## config.mk

```make
export PLATFORM = sky130hd
export DESIGN_NAME = clct_pass_sequencer
export DESIGN_NICKNAME = d
export VERILOG_FILES = /design/src/rtl/clct_pass_sequencer.sv
export SDC_FILE = /design/constraint.sdc
export NUM_CORES = 1
export LEC_CHECK = 0
export ABC_AREA = 1
export BUFFER_PORTS_ARGS = -buffer_cell sky130_fd_sc_hd__buf_2
export CAP_MARGIN = 15
export CORE_MARGIN = 2
export CORE_UTILIZATION = 39
export CTS_CLUSTER_SIZE = 14
export DETAILED_ROUTE_END_ITERATION = 10
export GPL_TIMING_DRIVEN = 0
export PLACE_DENSITY_LB_ADDON = 0.08
export SETUP_SLACK_MARGIN = 0.4
export SYNTH_ARGS = -nofsm -noshare
export SYNTH_HDL_FRONTEND = slang
export SYNTH_SLANG_ARGS = --single-unit
```

## constraint.sdc

```tcl
create_clock -name clock -period 31.1 [get_ports clock]
set_clock_uncertainty 0.2 [all_clocks]
set_input_delay 3.11 -clock clock [delete_from_list [all_inputs] [get_ports clock]]
set_output_delay 3.11 -clock clock [all_outputs]
set_load 0.03 [all_outputs]
```

## src/rtl/clct_pass_sequencer.sv

```systemverilog
// Two-pass CLCT selector: picks the best key window, blanks its neighbourhood,
// then picks the second-best window and reports both against a threshold.
module clct_pass_sequencer #(
    parameter int NWIN     = 16,
    parameter int PRI_BITS = 4
) (
    input  logic                     clock,
    input  logic                     reset_n,
    input  logic                     start,
    input  logic [NWIN*PRI_BITS-1:0] win_pri,
    input  logic [1:0]               blank_width,
    input  logic [PRI_BITS-1:0]      pri_thresh,
    output logic                     busy,
    output logic                     done,
    output logic                     overrun,
    output logic                     clct0_vld,
    output logic [$clog2(NWIN)-1:0]  clct0_win,
    output logic [PRI_BITS-1:0]      clct0_pri,
    output logic                     clct1_vld,
    output logic [$clog2(NWIN)-1:0]  clct1_win,
    output logic [PRI_BITS-1:0]      clct1_pri
);

    localparam int WB = $clog2(NWIN);

    typedef enum logic [2:0] {
        IDLE,
        PASS1,
        BLANK,
        PASS2,
        DONE
    } state_t;

    state_t                state_q;
    state_t                state_d;
    logic                  accept;

    logic [PRI_BITS-1:0]   pri_q [NWIN];
    logic [1:0]            bw_q;
    logic [PRI_BITS-1:0]   thresh_q;
    logic [WB-1:0]         best0_win_q;
    logic [PRI_BITS-1:0]   best0_pri_q;
    logic                  overrun_q;

    logic [WB-1:0]         sel_win;
    logic [PRI_BITS-1:0]   sel_pri;
    logic [NWIN-1:0]       blank_mask;
    logic                  vld0;
    logic                  vld1;

    // Strict '>' while scanning upward keeps the lowest index on ties.
    always_comb begin
        // NOTE: every always_comb output gets a default first so no path can infer a latch.
        sel_win = '0;
        sel_pri = '0;
        for (int i = 0; i < NWIN; i++) begin
            if (pri_q[i] > sel_pri) begin
                sel_pri = pri_q[i];
                sel_win = WB'(i);
            end
        end
    end

    // Signed int bounds give the clamp at both ends for free: no index wraps.
    always_comb begin
        blank_mask = '0;
        for (int i = 0; i < NWIN; i++) begin
            blank_mask[i] = (i >= int'(best0_win_q) - int'(bw_q)) &&
                            (i <= int'(best0_win_q) + int'(bw_q));
        end
    end

    assign vld0 = (best0_pri_q != '0) && (best0_pri_q >= thresh_q);
    assign vld1 = vld0 && (sel_pri != '0) && (sel_pri >= thresh_q);

    always_comb begin
        state_d = state_q;
        accept  = 1'b0;
        unique case (state_q)
            IDLE, DONE: begin
                if (start) begin
                    accept  = 1'b1;
                    state_d = PASS1;
                end else begin
                    state_d = IDLE;
                end
            end
            PASS1:   state_d = BLANK;
            BLANK:   state_d = PASS2;
            PASS2:   state_d = DONE;
            default: state_d = IDLE;
        endcase
    end

    assign busy    = (state_q == PASS1) || (state_q == BLANK) || (state_q == PASS2);
    assign done    = (state_q == DONE);
    assign overrun = overrun_q;

    always_ff @(posedge clock or negedge reset_n) begin
        // NOTE: sequential state uses non-blocking assignments so every register samples pre-edge values.
        if (!reset_n) begin
            state_q   <= IDLE;
            overrun_q <= 1'b0;
        end else begin
            state_q   <= state_d;
            overrun_q <= start && busy;
        end
    end

    always_ff @(posedge clock or negedge reset_n) begin
        if (!reset_n) begin
            // NOTE: the priority array is reset too, so an aborted request leaves nothing behind.
            for (int i = 0; i < NWIN; i++) begin
                pri_q[i] <= '0;
            end
            bw_q        <= '0;
            thresh_q    <= '0;
            best0_win_q <= '0;
            best0_pri_q <= '0;
            clct0_vld   <= 1'b0;
            clct0_win   <= '0;
            clct0_pri   <= '0;
            clct1_vld   <= 1'b0;
            clct1_win   <= '0;
            clct1_pri   <= '0;
        end else begin
            if (accept) begin
                for (int i = 0; i < NWIN; i++) begin
                    pri_q[i] <= win_pri[PRI_BITS*i +: PRI_BITS];
                end
                bw_q     <= blank_width;
                thresh_q <= pri_thresh;
            end
            if (state_q == PASS1) begin
                best0_win_q <= sel_win;
                best0_pri_q <= sel_pri;
            end
            if (state_q == BLANK) begin
                for (int i = 0; i < NWIN; i++) begin
                    if (blank_mask[i]) begin
                        pri_q[i] <= '0;
                    end
                end
            end
            // PASS2 scans the blanked array; both results land together on DONE entry.
            if (state_q == PASS2) begin
                clct0_vld <= vld0;
                clct0_win <= vld0 ? best0_win_q : '0;
                clct0_pri <= vld0 ? best0_pri_q : '0;
                clct1_vld <= vld1;
                clct1_win <= vld1 ? sel_win : '0;
                clct1_pri <= vld1 ? sel_pri : '0;
            end
        end
    end

endmodule
```

==> results of run 1 <==
[synth_stat cells]
| library cell | instances | area (sq um) |
|---|---|---|
| nor2_4 | 7 | 78.83 |
| nand2_4 | 27 | 304.0 |
| o211ai_1 | 2 | 15.01 |
| dfrtp_1 | 100 | 2502 |
| o21a_1 | 5 | 37.54 |
| nand3_4 | 2 | 35.03 |
| inv_4 | 1 | 6.260 |
| mux2_2 | 10 | 112.6 |
| a21oi_1 | 71 | 355.3 |
| nand4_1 | 12 | 75.07 |
| a31oi_1 | 3 | 18.77 |
| nand2_1 | 258 | 968.4 |
| o21ai_0 | 44 | 220.2 |
| fa_1 | 2 | 40.04 |
| nand2_8 | 1 | 20.02 |
| o21bai_1 | 13 | 97.59 |
| o21ai_1 | 9 | 45.04 |
| clkbuf_1 | 23 | 86.33 |
| nand3b_4 | 3 | 60.06 |
| a211oi_1 | 8 | 60.06 |
| nor2_2 | 8 | 50.05 |
| nand3_2 | 5 | 50.05 |
| nand3b_1 | 8 | 60.06 |
| nor3_1 | 13 | 65.06 |
| or2_1 | 1 | 6.260 |
| clkinv_1 | 3 | 11.26 |
| nor3b_1 | 1 | 7.510 |
| and3_1 | 1 | 6.260 |
| nor2_1 | 34 | 127.6 |
| nand2_2 | 34 | 212.7 |
| inv_2 | 16 | 60.06 |
| xor2_1 | 2 | 17.52 |
| o22ai_1 | 1 | 6.260 |
| nand4_2 | 2 | 25.02 |
| ha_1 | 52 | 650.6 |
| inv_1 | 138 | 518.0 |
| nand3_1 | 131 | 655.6 |
| or2_2 | 2 | 12.51 |
[kinds of logic (layout without fill, tap and decap cells)]
kind of cell	Yosys count	in the layout	share of synthesized area [%]
mux	10	10	1.466
compound gates	156	156	11.14
simple gates	550	550	36.72
fa+ha+maj	54	54	8.992
flops	100	100	32.58
xor+xnor	2	2	0.2281
buf+inv	181	290	8.878
[worst paths after layout]
check / slack, ps / to / cells after the start
max: 13890 / clct1_win[0]$_DFFE_PN0P_ / 133
min: 280 / clct1_pri[0]$_DFFE_PN0P_ / 2
max reg2reg: 13890 / clct1_win[0]$_DFFE_PN0P_ / 133
min reg2reg: 280 / clct1_pri[0]$_DFFE_PN0P_ / 2
max in group asynchronous: 27420 / pri_q[18]$_DFF_PN0_ / 2
min in group asynchronous: 2560 / clct0_pri[1]$_DFFE_PN0P_ / 1
[cell type report]
cell class	count	area (sq um)	share of cell area, %
Multi-Input combinational cell	772	4497	51.00
Sequential cell	100	2502	28.38
Inverter	158	595.6	6.755
Timing Repair Buffer	93	490.5	5.563
Tap cell	265	331.6	3.760
Clock buffer	9	225.2	2.554
Clock inverter	7	88.84	1.008
Buffer	23	86.33	0.9791
[tightest hold or removal path: stages, from the launching register on]
cell and delay (ps):
dfrtp_1 350, nand2_1 50, nand2_1 50
[flip-flops by register name, indices dropped and copies added (netlist names)]
signal and cells:
clct0_pri 4, overrun 1, pri_q 64, clct0_vld 1, best0_win_q 4, bw_q 2
clct1_pri 4, clct1_vld 1, state_q 3, clct1_win 4, best0_pri_q 4, thresh_q 4
clct0_win 4
[cells in the final DEF (no fill, tap or decap), drive strengths merged, types with 2 or more instances in the layout]
cell / n
nand2: 320
nand3: 138
dfrtp: 100
clkinv: 7
o21a: 5
ha: 52
or2: 3
fa: 2
a211oi: 8
o21bai: 13
nor3: 13
mux2: 10
buf: 93
o211ai: 2
inv: 158
nor2: 49
xor2: 2
a21oi: 71
nand4: 14
a31oi: 3
o21ai: 53
nand3b: 11
clkbuf: 32
[through the flow]
stage	cells	setup slack (ps)	hold WS, ps	area (sq um)
floorplan	1053	16000	254.6	7681
global placement	1410	13910	260.7	8473
detailed placement	1411	13850	264.9	8503
CTS	1427	13750	289.4	8817
global route	1427	11960	307.0	8817
finish	1427	13890	280.4	8817
[routing by layer]
layer / up-vias / share of wire (%) / global-route usage, %
met5: - / 0 / 0
met4: 0 / 2.2 / 5.979
met3: 28 / 4.0 / 2.848
met2: 155 / 46 / 34.90
met1: 3226 / 48 / 30.06
li1: 3647 / - / -
==> flow_summary_export.csv, run 1 <==
group,metric,value,unit
floorplanning,ios,94,
critical_path,critical_path.top_delay_family,"simple AND/OR/NAND/NOR gates",
clock_network,cts_hold_buf,0,
clock_network,cts_tree,"done",
timing,tns,0,ps
clock_network,post_cts_buffers,0,
floorplanning,initial_core_util,39.60,%
detailed_routing,routed_wl,21.54,mm
critical_path,cpMostUsedCell,"nand2_1",
timing,finalCritPeriodShare,55.34,%
worst_hold_path,hold_class,"register to register",
finish,layout-drive-gt1-share,19.54,%
finish,fillers,2107,
yosys,synth_seq_cells,100,
detailed_routing,first_iter_violations,324,
placement,gp_congestion,0.9000,
critical_path,critPathKind,"register to register",
grt,antenna_found_initial,0,
yosys,syn_nets,1180,
yosys,yosysSeqAreaShare,32.58,%
detailed_routing,dr_total_vias,7056,
grt,grt_pass1_wl,34.44,mm
finish,fin_util,45.45,%
clock_network,htreeDepth,3,
clock_network,clockBufferDepth,2,
finish,insertedDiodeCount,0,
detailed_routing,routed_via_density,4.945,
finish,nNetsFinal,1284,
clock_network,clkLatencyLatePin,370,ps
detailed_routing,ant_nets,0,
timing,drv_slew,0,
clock_network,clock-sinks,100,
detailed_routing,drtPass1Iterations,4,
timing,max_freq,58.10,MHz
detailed_routing,drc,0,
floorplanning,die_w,144.3,microns
grt,grt_util_all_layers,21.48,%
yosys,yosys.cell_types.count,38,
timing,hold_violations,0,
yosys,synth_area,7681,sq um
grt,grt_max_degree,54,
yosys,netlist_instances,1053,
detailed_routing,wl_per_cell,15.10,microns
critical_path,crit_buf_inv,21,
grt,grt_pass1_vias,6505,
placement,port_buffers,92,
finish,area_growth_syn_to_layout,14.79,%
timing,grt_setup_unrepaired,"false",
critical_path,slowest_stage,"dfrtp_1",
critical_path,arrival,17320,ps
timing,worst_pin_slew,779.7,ps
floorplanning,coreArea,19400,sq um
worst_hold_path,worst_hold_startpoint,"clct1_pri[0]$_DFFE_PN0P_",
clock_network,cts-buffers-inserted,9,
timing,fin_crit,17210,ps
floorplanning,rows,51,
critical_path,r2r-start,"pri_q[57]$_DFF_PN0_",
floorplanning,die_y,144.3,microns
critical_path,path_max_fanout,10,
run,max_cap_viol_count,0,
yosys,avgSynthCellArea,7.295,sq um
critical_path,cp-end-kind,"register",
clock_network,clock-root-buffer,"clkbuf_16",
grt,overflow,0,
critical_path,critPathLaunchType,"register",
yosys,yosysWarnings,0,
clock_network,cts-resized-gates,0,
critical_path,worst-endpoint-required,31210,ps
clock_network,clk_pin_slew,90,ps
timing,setup_viol,0,
critical_path,crit_path_start,"pri_q[57]$_DFF_PN0_",
outcome,outcome,"completed",
timing,max_slew_margin,47.71,%
floorplanning,die-area,20830,sq um
placement,hpwl,16.82,mm
critical_path,crit_path_max_incr_delay,400,ps
Power of run 1 is left out: the tool's default activity adds up to more than one toggle a clock period on the data nets, which glitch-free logic cannot reach.
==> run 2, diff against run 1 <==
Settings changed: ABC_AREA 1 to 0.
Clock period 31.1 ns to 17 ns, I/O delays scaled along.
==> run 2 against run 1 <==
The run now ends with negative setup slack left. Highest routed layer unchanged. Clock-buffer cell count unchanged. Core utilization is 9.7 points higher. Synthesized area up 3.2%. Non-clock buffer count is 118 higher. Critical path depth decreased by 14. First-iteration DRC count is 11% higher. Worst hold slack improved by 3.8 ps. Global-route usage up 3.2 points. Via count is 15% higher. Final cell count increased by 2.9%. Synthesized cell count decreased by 6.8%. Worst setup slack got worse by 21000 ps.
==> flow_summary_export.csv, run 2 <==
group,metric,value,unit
finish,layout-drive-gt1-share,35.03,%
timing,worst_pin_slew,977.0,ps
critical_path,crit_path_max_incr_delay,450,ps
grt,grt_pass1_wl,41.99,mm
critical_path,timing.rr.end,"clct1_win[1]$_DFFE_PN0P_",
detailed_routing,ant_nets,0,
timing,finalCritPeriodShare,139.7,%
yosys,yosysMostFrequentCell,"nand2_1",
yosys,yosys.cell_types.count,95,
critical_path,critPathKind,"register to register",
detailed_routing,drc,0,
timing,setup_viol,17,
detailed_routing,routed_wl,26.62,mm
placement,hpwl,18.82,mm
finish,regMostFlops,"pri_q",
run,max_cap_viol_count,0,
timing,drv_slew,0,
clock_network,clock-root-buffer,"clkbuf_16",
critical_path,arrival,23840,ps
timing,max_slew_margin,34.42,%
outcome,outcome,"finished, violations left",
clock_network,clockBufferDepth,2,
floorplanning,die-area,21490,sq um
finish,final_cell_mix,"nand2_1, dfrtp_1, buf_4",
yosys,synth-async-reset-ratio,100.0,%
floorplanning,die_y,146.6,microns
critical_path,ff2ff_path_depth,119,
grt,antenna_found_initial,0,
timing,max_freq,42.11,MHz
worst_hold_path,hold_class,"register to register",
finish,final_design_area_no_fill,11080,sq um
clock_network,clkLatencyLatePin,360,ps
detailed_routing,dr_total_vias,8143,
yosys,netlist_instances,981,
clock_network,cts_tree,"done",
detailed_routing,wl_per_cell,18.12,microns
timing,fin_crit,23750,ps
placement,place_ws,-8869,ps
critical_path,cpMostUsedCell,"ha_4",
yosys,avgSynthCellArea,8.082,sq um
yosys,synth_edf_count,0,
floorplanning,initial_core_util,39.44,%
timing,grt_setup_unrepaired,"true",
outcome,violations,"negative setup slack",
yosys,synth.top_cell.area_share,31.56,%
timing,hold_slack,284.2,ps
critical_path,worst-path-stages,119,
yosys,synth_common_cells,"nand2_1, a21oi_1, dfrtp_1",
yosys,ys.flop_type,"dfrtp_1",
detailed_routing,drtPass1Iterations,4,
placement,port_buffers,93,
finish,nNetsFinal,1321,
placement,place_area,9268,sq um
critical_path,crit_path_start,"pri_q[57]$_DFF_PN0_",
clock_network,clk_pin_slew,80,ps
yosys,synthTopCellsByArea,"dfrtp_1, nand2_1, ha_1",
critical_path,crit_end,"clct1_win[1]$_DFFE_PN0P_",
critical_path,slowest_stage,"or4_4",
critical_path,path_max_fanout,8,
finish,layout_commonest_cell,"nand2_1",
clock_network,cts_hold_buf,0,
yosys,synth_seq_cells,100,
clock_network,htreeDepth,3,
grt,overflow,0,
critical_path,reg2reg_slack,-6750,ps
critical_path,worst-endpoint-required,17090,ps
clock_network,clock-sinks,100,
finish,area_growth_syn_to_layout,39.80,%
critical_path,critPathLaunchType,"register",
critical_path,cp-end-kind,"register",
finish,insertedDiodeCount,0,
timing,finalWorstSetupSlack,-6750,ps
detailed_routing,first_iter_violations,360,
timing,hold_violations,0,
timing,tns,-102560,ps
floorplanning,coreArea,20100,sq um
grt,grt_max_degree,53,
detailed_routing,routed_via_density,5.543,
yosys,synth_area,7929,sq um
critical_path,r2r-start,"pri_q[57]$_DFF_PN0_",
floorplanning,rows,52,
yosys,yosysTopAreaCell,"dfrtp_1",
yosys,yosysSeqAreaShare,31.56,%
placement,gp_congestion,0.8869,
floorplanning,die_w,146.6,microns
grt,grt_pass1_vias,8008,
critical_path,crit_buf_inv,16,
yosys,syn_nets,1108,
critical_path,critical_path.top_delay_family,"compound AO/OA/AOI/OAI gates",
yosys,yosysWarnings,0,
grt,grt_util_all_layers,24.66,%
floorplanning,ios,94,
finish,largest_register_ffs,64,
clock_network,cts-buffers-inserted,9,
[run 2: cell types whose count changed after synthesis, moves of 15 or more]
cell | before | now
and2_1 | 0 | 15
inv_1 | 138 | 66
mux2i_1 | 0 | 15
inv_2 | 16 | 0
nor2_1 | 34 | 59
nand2_2 | 34 | 1
nand3_1 | 131 | 17
nand2_4 | 27 | 0
a21oi_1 | 71 | 106
nand2_1 | 258 | 190
[run 2: cell families (layout without fill, tap and decap cells)]
kind of cell | count (synthesis) | in the layout | synth area share, %
muxes | 35 | 35 | 4.829
xor gates and xnor gates | 7 | 7 | 0.7733
AOI/OAI and AO/OA | 293 | 293 | 25.42
buffers and inverters | 98 | 316 | 4.797
DFF | 100 | 100 | 31.56
and+or+nand+nor | 389 | 389 | 23.24
adders and majority gates | 59 | 59 | 9.373
[run 2: how the worst min path moves through the flow]
stage	from	endpoint	slack [ps]	depth (start not counted)
5_1_grt	clct1_pri[0]$_DFFE_PN0P_	clct1_pri[0]$_DFFE_PN0P_	320	2
4_1_cts	clct1_vld$_DFFE_PN0P_	clct1_vld$_DFFE_PN0P_	290	2
6_report	clct1_vld$_DFFE_PN0P_	clct1_vld$_DFFE_PN0P_	280	2
3_5_place_dp	clct0_vld$_DFFE_PN0P_	clct0_vld$_DFFE_PN0P_	260	1
2_1_floorplan	thresh_q[0]$_DFFE_PN0P_	thresh_q[0]$_DFFE_PN0P_	280	2
3_3_place_gp	clct1_vld$_DFFE_PN0P_	clct1_vld$_DFFE_PN0P_	260	2
[run 2: tightest hold or removal path, cell delays in order (launching register included)]
cell and delay, ps:
dfrtp_1 360, nand2_1 50, nand2_1 50
[run 2: per-layer routing]
metal | global-route usage, % | vias to the layer above | part of all wire [%]
li1 | - | 3971 | -
met1 | 33.63 | 3939 | 47
met2 | 40.80 | 187 | 47
met3 | 2.844 | 46 | 3.5
met4 | 8.252 | 0 | 2.9
met5 | 0 | - | 0
[run 2: final cells by class]
type,instances,area (sq um)
Buffer,32,180.2
Sequential cell,100,2504
Inverter,66,252.7
Fill cell,1863,9020
Timing Repair Buffer,202,1355
Tap cell,270,337.8
Multi-Input combinational cell,783,6157
Clock buffer,9,225.2
Clock inverter,7,72.57
[run 2: repair_timing]
item | CTS | global route
endpoints found under the setup margin | 17 | 17
buffers inserted | 81 | 27
pin swaps | 90 | 23
gates resized for setup | 80 | 52
[run 2: per-stage QoR]
stage / std cells / utilization (%)
5_1_grt: 1469 / 55.13
2_1_floorplan: 981 / -
3_5_place_dp: 1345 / 46.10
6_report: 1469 / 55.13
4_1_cts: 1442 / 52.86
3_3_place_gp: 1344 / 45.95
Power of run 2 is left out for the same reason.
==> run 3, diff against run 2 <==
Settings changed: ABC_CLOCK_PERIOD_IN_PS set to 22300.
Clock period 17 ns to 22.3 ns, I/O delays scaled along.
==> run 3 against run 2 <==
The flow still finishes with violations (negative setup slack). Die area unchanged. Highest routed layer unchanged. Critical path type unchanged. Cell area increased by 1.5%. Critical endpoint is now clct1_win[0]$_DFFE_PN0P_. Register-to-register slack improved by 5400 ps. Final cell count increased by 0.27%. Largest cell class unchanged.
==> flow_summary_export.csv, run 3 (synthesized netlist as in run 2, its figures left out) <==
group,metric,value,unit
outcome,outcome,"finished, violations left",
outcome,violations,"negative setup slack",
timing,finalWorstSetupSlack,-1349,ps
clock_network,cts_hold_buf,0,
detailed_routing,routed_via_density,5.511,
timing,grt_setup_unrepaired,"true",
critical_path,crit_path_max_incr_delay,410,ps
critical_path,cp-end-kind,"register",
detailed_routing,routed_wl,26.94,mm
placement,hpwl,18.79,mm
critical_path,worst-endpoint-required,22400,ps
clock_network,cts_tree,"done",
detailed_routing,drc,0,
finish,regMostFlops,"pri_q",
detailed_routing,dr_total_vias,8117,
grt,overflow,0,
detailed_routing,ant_nets,0,
detailed_routing,wl_per_cell,18.29,microns
timing,drv_slew,0,
timing,hold_violations,0,
critical_path,path_max_fanout,6,
grt,grt_pass1_vias,7849,
timing,max_freq,42.29,MHz
finish,layout-drive-gt1-share,36.41,%
floorplanning,die-area,21490,sq um
finish,fillers,1832,
finish,layout_commonest_cell,"nand2_1",
critical_path,critPathLaunchType,"register",
timing,max_slew_margin,38.60,%
placement,port_buffers,93,
run,max_cap_viol_count,0,
timing,finalCritPeriodShare,106.0,%
clock_network,cts-buffers-inserted,9,
detailed_routing,drtPass1Iterations,5,
finish,nNetsFinal,1325,
critical_path,cpMostUsedCell,"ha_4",
detailed_routing,first_iter_violations,399,
clock_network,clk_pin_slew,80,ps
floorplanning,ios,94,
grt,grt_max_degree,58,
critical_path,arrival,23750,ps
clock_network,clkLatencyLatePin,380,ps
finish,largest_register_ffs,64,
finish,insertedDiodeCount,0,
timing,fin_crit,23650,ps
clock_network,clock-sinks,100,
floorplanning,rows,52,
timing,hold_slack,270.8,ps
timing,tns,-11790,ps
critical_path,critPathKind,"register to register",
critical_path,slowest_stage,"or4_1",
floorplanning,initial_core_util,39.44,%
timing,setup_viol,12,
timing,worst_pin_slew,920.9,ps
worst_hold_path,hold_class,"register to register",
grt,grt_util_all_layers,24.78,%
finish,area_growth_syn_to_layout,41.83,%
grt,antenna_found_initial,0,
clock_network,clockBufferDepth,2,
clock_network,htreeDepth,3,
floorplanning,die_w,146.6,microns
placement,gp_congestion,0.9059,
finish,final_cell_mix,"nand2_1, buf_4, dfrtp_1",
clock_network,clock-root-buffer,"clkbuf_16",
floorplanning,die_y,146.6,microns
grt,grt_pass1_wl,41.78,mm
floorplanning,coreArea,20100,sq um
==> run 3: changes by cell type in the layout (fill, tap and decap cells not counted), moves of 2 or more <==
cell and change:
mux2i_4 +3, o21ai_2 +2, nor2_4 +2, nand3_4 +2
nor2_1 -2, inv_8 +2, ha_1 -2, buf_4 +10
o21ai_1 -2, mux2i_2 -2, a31oi_2 +2, buf_6 -7
clkinv_8 -2
==> run 3: what timing repair did <==
item	in CTS	in global routing
resized for setup	93	56
endpoints found under the setup margin	17	17
hold endpoints to repair	0	0
pin swaps	82	33
setup buffers	84	28
==> run 3: final timing paths <==
check,startpoint,endpoint,slack [ps],cells after the start
worst max-delay path,pri_q[60]$_DFF_PN0_,clct1_win[0]$_DFFE_PN0P_,-1350,127
worst min-delay path,clct1_vld$_DFFE_PN0P_,clct1_vld$_DFFE_PN0P_,270,2
worst max register to register,pri_q[60]$_DFF_PN0_,clct1_win[0]$_DFFE_PN0P_,-1350,127
worst min register to register,clct1_vld$_DFFE_PN0P_,clct1_vld$_DFFE_PN0P_,270,2
max in group asynchronous,reset_n,pri_q[27]$_DFF_PN0_,19460,2
min in group asynchronous,reset_n,pri_q[3]$_DFF_PN0_,1740,1
==> run 3: worst max-delay path, delay by kind of cell, from the launching register on <==
kind	cells	cell delay, ps
AO/OA/AOI/OAI	44	6790
adder cells (fa/ha/maj)	20	5430
buffers and inverters	16	1660
flip-flops	1	380
multiplexers	14	3820
AND/OR/NAND/NOR	33	5260
==> run 3: per-stage QoR <==
step	worst slack (ps)	util [%]	std cells	cell area, sq um
floorplan	-789.3	-	981	8432
detailed placement	-3740	46.09	1345	9265
global placement	-3561	45.94	1344	9235
CTS	-1130	53.16	1445	10690
finish	-1349	55.94	1473	11250
global route	-2318	55.94	1473	11250
==> run 3: cell type report <==
type                            instances  area [sq um]  area share (%)
Inverter                               66         252.7           2.247
Multi-Input combinational cell        783          6314           56.14
Buffer                                 32         180.2           1.602
Tap cell                              270         337.8           3.004
Clock buffer                            9         225.2           2.003
Timing Repair Buffer                  206          1371           12.19
Clock inverter                          7         62.56          0.5563
Sequential cell                       100          2502           22.25
==> run 3: per-layer routing <==
metal,GRT usage [%],share of wire (%),vias to the layer above
met2,41.24,48,191
met5,0,0,-
met3,3.156,3.7,28
met1,33.14,46,3915
li1,-,-,3983
met4,8.932,2.5,0
Power of run 3 is left out for the same reason.
